File: config.mk
export PLATFORM = sky130hd
export DESIGN_NAME = mmio_io_ctrl
export DESIGN_NICKNAME = d
export VERILOG_FILES = /design/src/rtl/io_pkg.sv /design/src/rtl/io_fifo.sv /design/src/rtl/mmio_io_ctrl.sv
export SDC_FILE = /design/constraint.sdc
export NUM_CORES = 1
export LEC_CHECK = 0
export CAP_MARGIN = 5
export CORE_MARGIN = 1.5
export CORE_UTILIZATION = 47
export DETAILED_ROUTE_END_ITERATION = 12
export MAX_ROUTING_LAYER = met4
export PLACE_DENSITY = 0.69
export SYNTH_ARGS = -nofsm -noshare
export SYNTH_HDL_FRONTEND = slang
export SYNTH_HIERARCHICAL = 1
export SYNTH_SLANG_ARGS = --single-unit
File: constraint.sdc
create_clock -name clk -period 3.3 [get_ports clk]
set_clock_uncertainty 0.05 [all_clocks]
set_input_delay 0.66 -clock clk [delete_from_list [all_inputs] [get_ports clk]]
set_output_delay 0.66 -clock clk [all_outputs]
set_load 0.05 [all_outputs]
File: src/rtl/io_pkg.sv
// io_pkg: shared constants for the memory-mapped I/O controller.
// Holds the I/O window register offsets, the STATUS bit map, the CTRL bit map
// and the window-hit helper used by the top level.
package io_pkg;

    // Register offsets inside the 4-word I/O window
    localparam logic [1:0] IO_DATA   = 2'd0;
    localparam logic [1:0] IO_STATUS = 2'd1;
    localparam logic [1:0] IO_CTRL   = 2'd2;
    localparam logic [1:0] IO_RSVD   = 2'd3;

    // STATUS bit positions
    localparam int ST_RX_NE     = 0;
    localparam int ST_TX_FULL   = 1;
    localparam int ST_ERR_RX    = 2;
    localparam int ST_ERR_TX    = 3;
    localparam int ST_IRQ       = 4;
    localparam int ST_RXCNT_LSB = 8;
    localparam int ST_TXCNT_LSB = 12;

    // CTRL bit positions
    localparam int CTRL_CLR_ERR = 0;
    localparam int CTRL_IRQ_EN  = 1;
    localparam int CTRL_FLUSH   = 2;

    // Word-aligned window compare: caller passes address and base bits [15:2]
    function automatic logic win_hit(input logic [13:0] addr_hi, input logic [13:0] base_hi);
        return (addr_hi == base_hi);
    endfunction

endpackage

File: src/rtl/io_fifo.sv
// io_fifo: 16-bit synchronous FIFO used for both the RX and TX streams.
// Ports: clk, reset (async active-low), push/pop requests (ignored when
// full/empty respectively, judged on the state before the update), flush
// (empties the FIFO and overrides push/pop), din, dout (head word),
// full, empty, count (0..DEPTH).
module io_fifo
    import io_pkg::*;
#(
    parameter int DEPTH = 4
) (
    input  logic        clk,
    input  logic        reset,
    input  logic        push,
    input  logic        pop,
    input  logic        flush,
    input  logic [15:0] din,
    output logic [15:0] dout,
    output logic        full,
    output logic        empty,
    output logic [3:0]  count
);

    localparam int PTR_W = (DEPTH > 1) ? $clog2(DEPTH) : 1;

    logic [15:0]      mem_r [DEPTH];
    logic [PTR_W-1:0] wr_ptr_r;
    logic [PTR_W-1:0] rd_ptr_r;
    logic [3:0]       count_r;
    logic             push_s;
    logic             pop_s;

    assign full   = (count_r == 4'(DEPTH));
    assign empty  = (count_r == 4'd0);
    assign count  = count_r;
    assign dout   = mem_r[rd_ptr_r];
    assign push_s = push && !full;
    assign pop_s  = pop && !empty;

    // Storage, pointers and occupancy; flush beats any concurrent push/pop
    always_ff @(posedge clk or negedge reset) begin
        if (!reset) begin
            for (int i = 0; i < DEPTH; i++) begin
                mem_r[i] <= 16'h0000;
            end
            wr_ptr_r <= '0;
            rd_ptr_r <= '0;
            count_r  <= 4'd0;
        end else if (flush) begin
            wr_ptr_r <= '0;
            rd_ptr_r <= '0;
            count_r  <= 4'd0;
        end else begin
            if (push_s) begin
                mem_r[wr_ptr_r] <= din;
                wr_ptr_r        <= wr_ptr_r + PTR_W'(1);
            end
            if (pop_s) begin
                rd_ptr_r <= rd_ptr_r + PTR_W'(1);
            end
            case ({push_s, pop_s})
                2'b10:   count_r <= count_r + 4'd1;
                2'b01:   count_r <= count_r - 4'd1;
                default: count_r <= count_r;
            endcase
        end
    end

endmodule

File: src/rtl/mmio_io_ctrl.sv
// mmio_io_ctrl: memory-mapped I/O controller on the CPU memory port.
// Accesses inside the 4-word window at IO_BASE reach the RX/TX FIFOs and the
// STATUS/CTRL registers; every other address passes through to RAM.
// Read data returns on cpu_rdata one cycle after the access and holds after.
// Ports: clk, reset (async active-low), mem_addr/mem_wdata/mem_rd/mem_wr (CPU),
// cpu_rdata (to datapath), ram_rd/ram_wr/ram_rdata (RAM side),
// rx_data/rx_valid/rx_ready (inbound), tx_data/tx_valid/tx_ready (outbound),
// irq (only when MMIO_IRQ_EN is defined).
// Build option: define MMIO_IRQ_EN to add the interrupt output and irq_en bit.
module mmio_io_ctrl
    import io_pkg::*;
#(
    parameter int          DEPTH   = 4,
    parameter logic [15:0] IO_BASE = 16'hFF00
) (
    input  logic        clk,
    input  logic        reset,
    input  logic [15:0] mem_addr,
    input  logic [15:0] mem_wdata,
    input  logic        mem_rd,
    input  logic        mem_wr,
    output logic [15:0] cpu_rdata,
    output logic        ram_rd,
    output logic        ram_wr,
    input  logic [15:0] ram_rdata,
    input  logic [15:0] rx_data,
    input  logic        rx_valid,
    output logic        rx_ready,
    output logic [15:0] tx_data,
    output logic        tx_valid,
    input  logic        tx_ready
`ifdef MMIO_IRQ_EN
    ,
    output logic        irq
`endif
);

    logic        hit_s;
    logic [1:0]  off_s;
    logic        data_rd_s;
    logic        data_wr_s;
    logic        ctrl_wr_s;
    logic        clr_s;
    logic        flush_s;
    logic        rx_full_s, rx_empty_s, tx_full_s, tx_empty_s;
    logic [3:0]  rx_count_s, tx_count_s;
    logic [15:0] rx_dout_s;
    logic [15:0] status_s;
    logic [15:0] io_rval_s;
    logic [15:0] cpu_rdata_s;
    logic        irq_bit_s;

    logic        err_rx_r;
    logic        err_tx_r;
    logic        rd_pend_r;
    logic        io_hit_r;
    logic [15:0] io_rdata_r;
    logic [15:0] hold_r;

    assign hit_s     = win_hit(mem_addr[15:2], IO_BASE[15:2]);
    assign off_s     = mem_addr[1:0];
    assign data_rd_s = hit_s && mem_rd && (off_s == IO_DATA);
    assign data_wr_s = hit_s && mem_wr && (off_s == IO_DATA);
    assign ctrl_wr_s = hit_s && mem_wr && (off_s == IO_CTRL);
    assign clr_s     = ctrl_wr_s && mem_wdata[CTRL_CLR_ERR];
    assign flush_s   = ctrl_wr_s && mem_wdata[CTRL_FLUSH];

    assign ram_rd    = mem_rd && !hit_s;
    assign ram_wr    = mem_wr && !hit_s;
    assign rx_ready  = !rx_full_s;
    assign tx_valid  = !tx_empty_s;
    assign cpu_rdata = cpu_rdata_s;

    io_fifo #(.DEPTH(DEPTH)) u_rx_fifo (
        .clk   (clk),
        .reset (reset),
        .push  (rx_valid),
        .pop   (data_rd_s),
        .flush (flush_s),
        .din   (rx_data),
        .dout  (rx_dout_s),
        .full  (rx_full_s),
        .empty (rx_empty_s),
        .count (rx_count_s)
    );

    io_fifo #(.DEPTH(DEPTH)) u_tx_fifo (
        .clk   (clk),
        .reset (reset),
        .push  (data_wr_s),
        .pop   (tx_ready),
        .flush (flush_s),
        .din   (mem_wdata),
        .dout  (tx_data),
        .full  (tx_full_s),
        .empty (tx_empty_s),
        .count (tx_count_s)
    );

`ifdef MMIO_IRQ_EN
    logic irq_en_r;
    logic irq_r;

    assign irq       = irq_r;
    assign irq_bit_s = irq_r;

    // Interrupt enable and level interrupt, one cycle behind its cause
    always_ff @(posedge clk or negedge reset) begin
        if (!reset) begin
            irq_en_r <= 1'b0;
            irq_r    <= 1'b0;
        end else begin
            if (ctrl_wr_s) begin
                irq_en_r <= mem_wdata[CTRL_IRQ_EN];
            end
            irq_r <= irq_en_r && (!rx_empty_s || err_rx_r || err_tx_r);
        end
    end
`else
    assign irq_bit_s = 1'b0;
`endif

    // STATUS word assembly
    always_comb begin
        status_s                       = 16'h0000;
        status_s[ST_RX_NE]             = !rx_empty_s;
        status_s[ST_TX_FULL]           = tx_full_s;
        status_s[ST_ERR_RX]            = err_rx_r;
        status_s[ST_ERR_TX]            = err_tx_r;
        status_s[ST_IRQ]               = irq_bit_s;
        status_s[ST_RXCNT_LSB +: 4]    = rx_count_s;
        status_s[ST_TXCNT_LSB +: 4]    = tx_count_s;
    end

    // I/O read value selected by window offset
    always_comb begin
        io_rval_s = 16'h0000;
        case (off_s)
            IO_DATA:   io_rval_s = rx_empty_s ? 16'h0000 : rx_dout_s;
            IO_STATUS: io_rval_s = status_s;
`ifdef MMIO_IRQ_EN
            IO_CTRL:   io_rval_s = {14'h0000, irq_en_r, 1'b0};
`else
            IO_CTRL:   io_rval_s = 16'h0000;
`endif
            default:   io_rval_s = 16'h0000;
        endcase
    end

    // Sticky error flags; a new error in the same cycle as a clear stays set
    always_ff @(posedge clk or negedge reset) begin
        if (!reset) begin
            err_rx_r <= 1'b0;
            err_tx_r <= 1'b0;
        end else begin
            err_rx_r <= (data_rd_s && rx_empty_s) ? 1'b1 : (clr_s ? 1'b0 : err_rx_r);
            err_tx_r <= (data_wr_s && tx_full_s)  ? 1'b1 : (clr_s ? 1'b0 : err_tx_r);
        end
    end

    // Read path: capture hit flag and I/O value on the access, hold after
    always_ff @(posedge clk or negedge reset) begin
        if (!reset) begin
            rd_pend_r  <= 1'b0;
            io_hit_r   <= 1'b0;
            io_rdata_r <= 16'h0000;
            hold_r     <= 16'h0000;
        end else begin
            rd_pend_r <= mem_rd;
            if (mem_rd) begin
                io_hit_r   <= hit_s;
                io_rdata_r <= io_rval_s;
            end
            if (rd_pend_r) begin
                hold_r <= cpu_rdata_s;
            end
        end
    end

    // RAM data arrives a cycle after ram_rd, so it is muxed in live
    always_comb begin
        if (rd_pend_r) begin
            cpu_rdata_s = io_hit_r ? io_rdata_r : ram_rdata;
        end else begin
            cpu_rdata_s = hold_r;
        end
    end

endmodule

Yosys cells after proc, flatten, opt, wreduce, memory -nomap -nowiden
Cells that the tools add are included.

Add/sub/neg operators: 8. Magnitude comparators: 6. Eq/ne operators: 9. Multiplexer cells: 31. Bitwise operators: 5. Reductions and logical operators: 35.

Operators with widths (number): 16-bit two-way mux (9); 64-bit bitwise mux (2); 16-bit binary-select mux with 2-bit select (2); 16-bit demux with 2-bit select (2); 16-bit one-hot mux with 2 select lines (1); 1-bit logical AND (17); 2-bit two-way mux (8); 4-bit one-hot mux with 2 select lines (2); 14-bit == test (second input constant) (1); 3-bit >= comparator (second input constant) (4); 2-bit NOT with 3-bit output (4); 2-bit nonzero test (6); 2-bit by 1-bit adder with 2-bit output (second input constant) (4); 4-bit by 1-bit adder with 4-bit output (second input constant) (2); 4-bit by 3-bit == test with 1-bit output (second input constant) (2); 4-bit zero test (2); 4-bit two-way mux (2); 4-bit by 1-bit subtractor with 4-bit output (second input constant) (2); 2-bit by 1-bit == test with 1-bit output (second input constant) (3); 2-bit == test (second input constant) (3); 3-bit by 1-bit < comparator with 1-bit output (second input constant) (2); 3-bit nonzero test (2); 1-bit zero test (5); 2-bit AND reduction (2); other kinds (3) (5).

Bits in registers: 180. Output and inout port bits: 36. Logic and storage cells: 114.

Longest topological paths before layout
Word-level depth: 7. Mapped depth: 10. Mapped depth without buffers: 10.

By module
Netlist, hierarchy kept.

By module, submodules not included: io_fifo at u_tx_fifo (times used 1, cells each 216, area each 3540.9 um^2); io_fifo at u_rx_fifo (times used 1, cells each 215, area each 3358.2 um^2); mmio_io_ctrl (times used 1, cells each 181, area each 1741.7 um^2).

Worst setup path after synthesis
OpenSTA, ideal clock, no wires.

Path type: input to register. Start point: input port mem_addr[3]. End point: register u_tx_fifo.count_r[3], in the netlist u_tx_fifo/count[3]. Setup time: 104 ps. Arrival time: 3311 ps. Data required time: 3146 ps. Slack: -165 ps. Cell stages on the path: 10. Path buffers: 1. Cells stage by stage: or4_4 -> nor4_4 -> and3_1 -> clkbuf_1 -> a21oi_2 -> ha_1 -> a21oi_1 -> nand2_1 -> or4b_1 -> o311ai_1.

Word-level cells in the longest chain between the ends: 7. Elaborated cells between the ends (all ways): 11.

Ends and longest elaborated chain: start: declaration (line mmio_io_ctrl.sv:18) `input logic [15:0] mem_addr,`; 14-bit == test (*) (line io_pkg.sv:28) `return (addr_hi == base_hi);`; 1-bit logical AND (*) (2 in series) (line mmio_io_ctrl.sv:63) `assign data_wr_s = hit_s && mem_wr && (off_s == IO_DATA);`; net data_wr_s (line mmio_io_ctrl.sv:41) `logic data_wr_s;`; 1-bit logical AND (*) (line io_fifo.sv:36) `assign push_s = push && !full;`; 2-bit by 1-bit == test with 1-bit output / 2-bit == test (equally long branches) (line io_fifo.sv:60) `case ({push_s, pop_s})`; 4-bit one-hot mux with 2 select lines (line io_fifo.sv:60); 4-bit two-way mux (line io_fifo.sv:48) `end else if (flush) begin`; end signal: assignment (line io_fifo.sv:61) `2'b10: count_r <= count_r + 4'd1;`; end signal: assignment (line io_fifo.sv:62) `2'b01: count_r <= count_r - 4'd1;`; end signal: assignment (line io_fifo.sv:63) `default: count_r <= count_r;`; end: declaration (line io_fifo.sv:28) `logic [3:0] count_r;`.

The timed path passes the listed nets; every way through them passes the cells marked *. A chain may end at the register's enable or synchronous reset.

Worst setup path after layout
Start point: input port mem_addr[3]. End point: output port ram_rd.

Word-level cells in the longest chain between the ends: 3.

Ends and longest elaborated chain: 14-bit == test (line io_pkg.sv:28); 1-bit zero test (line mmio_io_ctrl.sv:68) `assign ram_rd = mem_rd && !hit_s;`; 1-bit logical AND (line mmio_io_ctrl.sv:68); end: declaration (line mmio_io_ctrl.sv:23) `output logic ram_rd,`.

Every way passes these cells.

==> metrics <==
status finished clean; largest cells by area after synthesis dfrtp_1 (52%), mux2_2 (12%), mux4_2 (8.3%), mux2_4 (7.0%), a21oi_1 (2.8%); Pre-antenna DRT Iters 4; met3 wire length 642 um; worst reg2reg path depth 7; crit start category primary input; flops & latches, synth 180; hold slack final 0.179 ns; unrepaired setup endpoints after global routing no; Root Driver clkbuf_16; share of layout cells above drive strength 1 0.385; Setup Viol. Count Final 0; worst endpoint required time 2.59 ns; xor and xnor area share after synthesis 0.0101; Antenna Nets Post-Route 0; gr usage total 0.219; Layout Cells excl Fill 983; post-synth top area cell dfrtp_1; Syn-to-layout area delta 24.5%; post-route cell area 10800 sq um; FF-to-FF setup slack 0.43 ns; worst reg2reg startpoint u_tx_fifo/count[3]; first-pass GRT wire length 32200 um; min Tclk post-route 3.17 ns; Synth cell types 53; clk sink count 180; Post-synth top flop dfrtp_1; die footprint 19200 sq um; htree depth 4; pwr dens 675 nW/um^2; syn_area_per_cell 14.1 sq um; HP Class in -> async; Starting Density 0.479; Max Used Layer met4; DP HPWL 13100 um; Final Hold Viols 0; io pins 106; CTS buffer count 17; Synth Area in Compound Gates 0.0552; M1 WL 8580 um; Worst Max-Slew Pin Slew 1.14 ns; Setup crit start mem_addr[3]; placer's final routability congestion estimate 0.809; initial detailed-routing violation count 205; Adder-Cell Fraction of Synth Area 0.0220; core area 18000 sq um; Final Net Count 824; Period Utilization, post-route 0.961; Syn. warnings 6; maximum VDD drop 0.000414 V; die boundary width 139 um; register area share after synthesis 0.521; crit path DAT 2.46 ns; share of flip-flops with an asynchronous set or reset 1.00; Slew HR 0.233; area post-placement 10100 sq um; Max Cap Violations 0; row cnt 49; post-synthesis mux area share 0.296; EDFF count, synth 0; Setup Total Neg Slack 0 ns; critical path class in -> out; IO Port Bufs 105; number of global-route vias before repair 5966; Post-Syn Area 8640 sq um; Max Root-Sink Buffers 2; CTS tree done; total wire length 19100 um; leak pwr 4.90 nW; Critical Path Fanout Max 4; syn_nets 696; Clock transition at path regs 0.07 ns; largest net degree at the start of global routing 77; simple-gate share of the synthesized area 0.0662; Fmax achieved 315 MHz; clk_lat worst skew 0.42 ns; largest family of logic cells by synthesized area multiplexers; reg2reg end u_tx_fifo/count[3]; WL/cell 19.4 um; setup slack after layout 0.130 ns; grt ovf 0; Synth top area share 0.521; remaining routing DRC violations 0; crit end category primary output; met2 wire length 9660 um; Vias 5457; initial antenna violation count 1; Setup crit end ram_rd; dpl cells 948; die height 139 um; Final Max Slew Viols 0; Avg Vias per Cell 5.55; worst slack at placement -0.260 ns; Syn Inst Count 612
-- layer usage --
layer	vias up	GRT usage
li1	2498	-
met1	2852	0.283
met2	93	0.350
met3	14	0.0477
met4	0	0.0643
met5	-	-
-- metrics by stage --
stage,utilization,total power [mW]
6_report,0.597,7.27
5_1_grt,0.597,7.68
4_1_cts,0.591,7.27
3_5_place_dp,0.558,5.24
3_3_place_gp,0.558,5.10
2_1_floorplan,-,4.50
-- state kept, by name (all words and copies together), names as in the netlist --
signal              cells
u_rx_fifo/wr_ptr_r      2
u_rx_fifo/mem_r        64
u_tx_fifo/mem_r        64
u_rx_fifo/count         4
io_hit_r                1
u_tx_fifo/rd_ptr_r      2
io_rdata_r             16
hold_r                 16
u_rx_fifo/rd_ptr_r      2
err_rx_r                1
u_tx_fifo/wr_ptr_r      2
rd_pend_r               1
err_tx_r                1
u_tx_fifo/count         4
-- cell usage in the layout (no fill, tap or decap), types with 3 or more instances in the layout --
cell type        synthesis  routed
clkbuf_16                0      17
ha_1                    12      10
clkinv_4                 0       3
mux2_4                  40      40
mux2_2                  90      90
nand3_1                 11      10
a22oi_1                 11      11
or4b_4                   2       3
nand2_4                  5       5
mux2i_1                 22      22
o21ai_0                  4       4
nor2_1                  45      45
buf_4                    0      56
dfrtp_1                180     180
a21oi_1                 49      47
nand2_1                  6       6
dlymetal6s2s_1           0       3
nand2_2                  3       3
inv_6                    0       3
xnor2_1                  9       9
inv_8                    0       3
clkdlybuf4s50_1          0      77
inv_1                   11      11
nor3_1                   4       4
a211oi_1                 4       4
mux4_2                  32      32
buf_12                   0       5
-- synthesized netlist by cell type, types with 2 or more instances --
master / number
a211oi_1: 4
a21oi_1: 49
a22o_1: 2
a22oi_1: 11
and2b_2: 2
and3_1: 3
buf_1: 4
buf_2: 5
buf_6: 9
clkbuf_1: 16
dfrtp_1: 180
fa_1: 2
ha_1: 12
inv_1: 11
inv_2: 2
mux2_2: 90
mux2_4: 40
mux2i_1: 22
mux4_2: 32
nand2_1: 6
nand2_2: 3
nand2_4: 5
nand3_1: 11
nor2_1: 45
nor3_1: 4
nor3b_4: 2
nor4_1: 2
o21ai_0: 4
or4b_4: 2
xnor2_1: 9
-- how the worst min path moves through the flow --
stage	from	endpoint	slack, ns	cells past startpoint
finish	reset	u_tx_fifo/mem_r[38]	0.18	1
CTS	reset	u_tx_fifo/mem_r[38]	0.20	1
global route	reset	u_tx_fifo/mem_r[38]	0.23	1
floorplan	reset	err_rx_r	0.31	0
global placement	u_rx_fifo/mem_r[26]	u_rx_fifo/mem_r[26]	0.43	1
detailed placement	err_tx_r	err_tx_r	0.44	1
-- critical path, stage by stage --
cell and delay (ns):
clkdlybuf4s50_1 0.41, or4_4 0.43, nor4_4 0.38, buf_4 0.20
and2b_2 0.22, buf_8 0.15
-- logic make-up after synthesis --
| kind of cell | Yosys count |
|---|---|
| AOI/OAI and AO/OA | 78 |
| xor gates and xnor gates | 10 |
| adders and majority gates | 14 |
| buffers and inverters | 48 |
| DFF | 180 |
| muxes | 184 |
| and+or+nand+nor | 98 |
-- what timing repair did --
| item | CTS | global route |
|---|---|---|
| buffers inserted | 0 | 2 |
| setup endpoints to repair | 0 | 1 |
| hold buffers | 0 | 0 |
| resized for setup | 0 | 16 |
-- final cells by class --
cell class | count | area [sq um]
clock buffers | 17 | 425
diodes | 1 | 2.50
multi-input cells | 384 | 3960
fillers | 1402 | 7260
well taps | 229 | 287
repair buffers | 144 | 1370
flip-flops and latches | 180 | 4500
inverters | 13 | 48.8
clock inverters | 15 | 169
-- report_power, final --
| group | leakage, nW | internal, mW | switching, mW |
|---|---|---|---|
| sequential | 2.28 | 2.74 | 0.361 |
| clock | 0.286 | 1.08 | 0.939 |
| combinational | 2.34 | 1.16 | 0.985 |
Power figures use the tool's default switching activity.
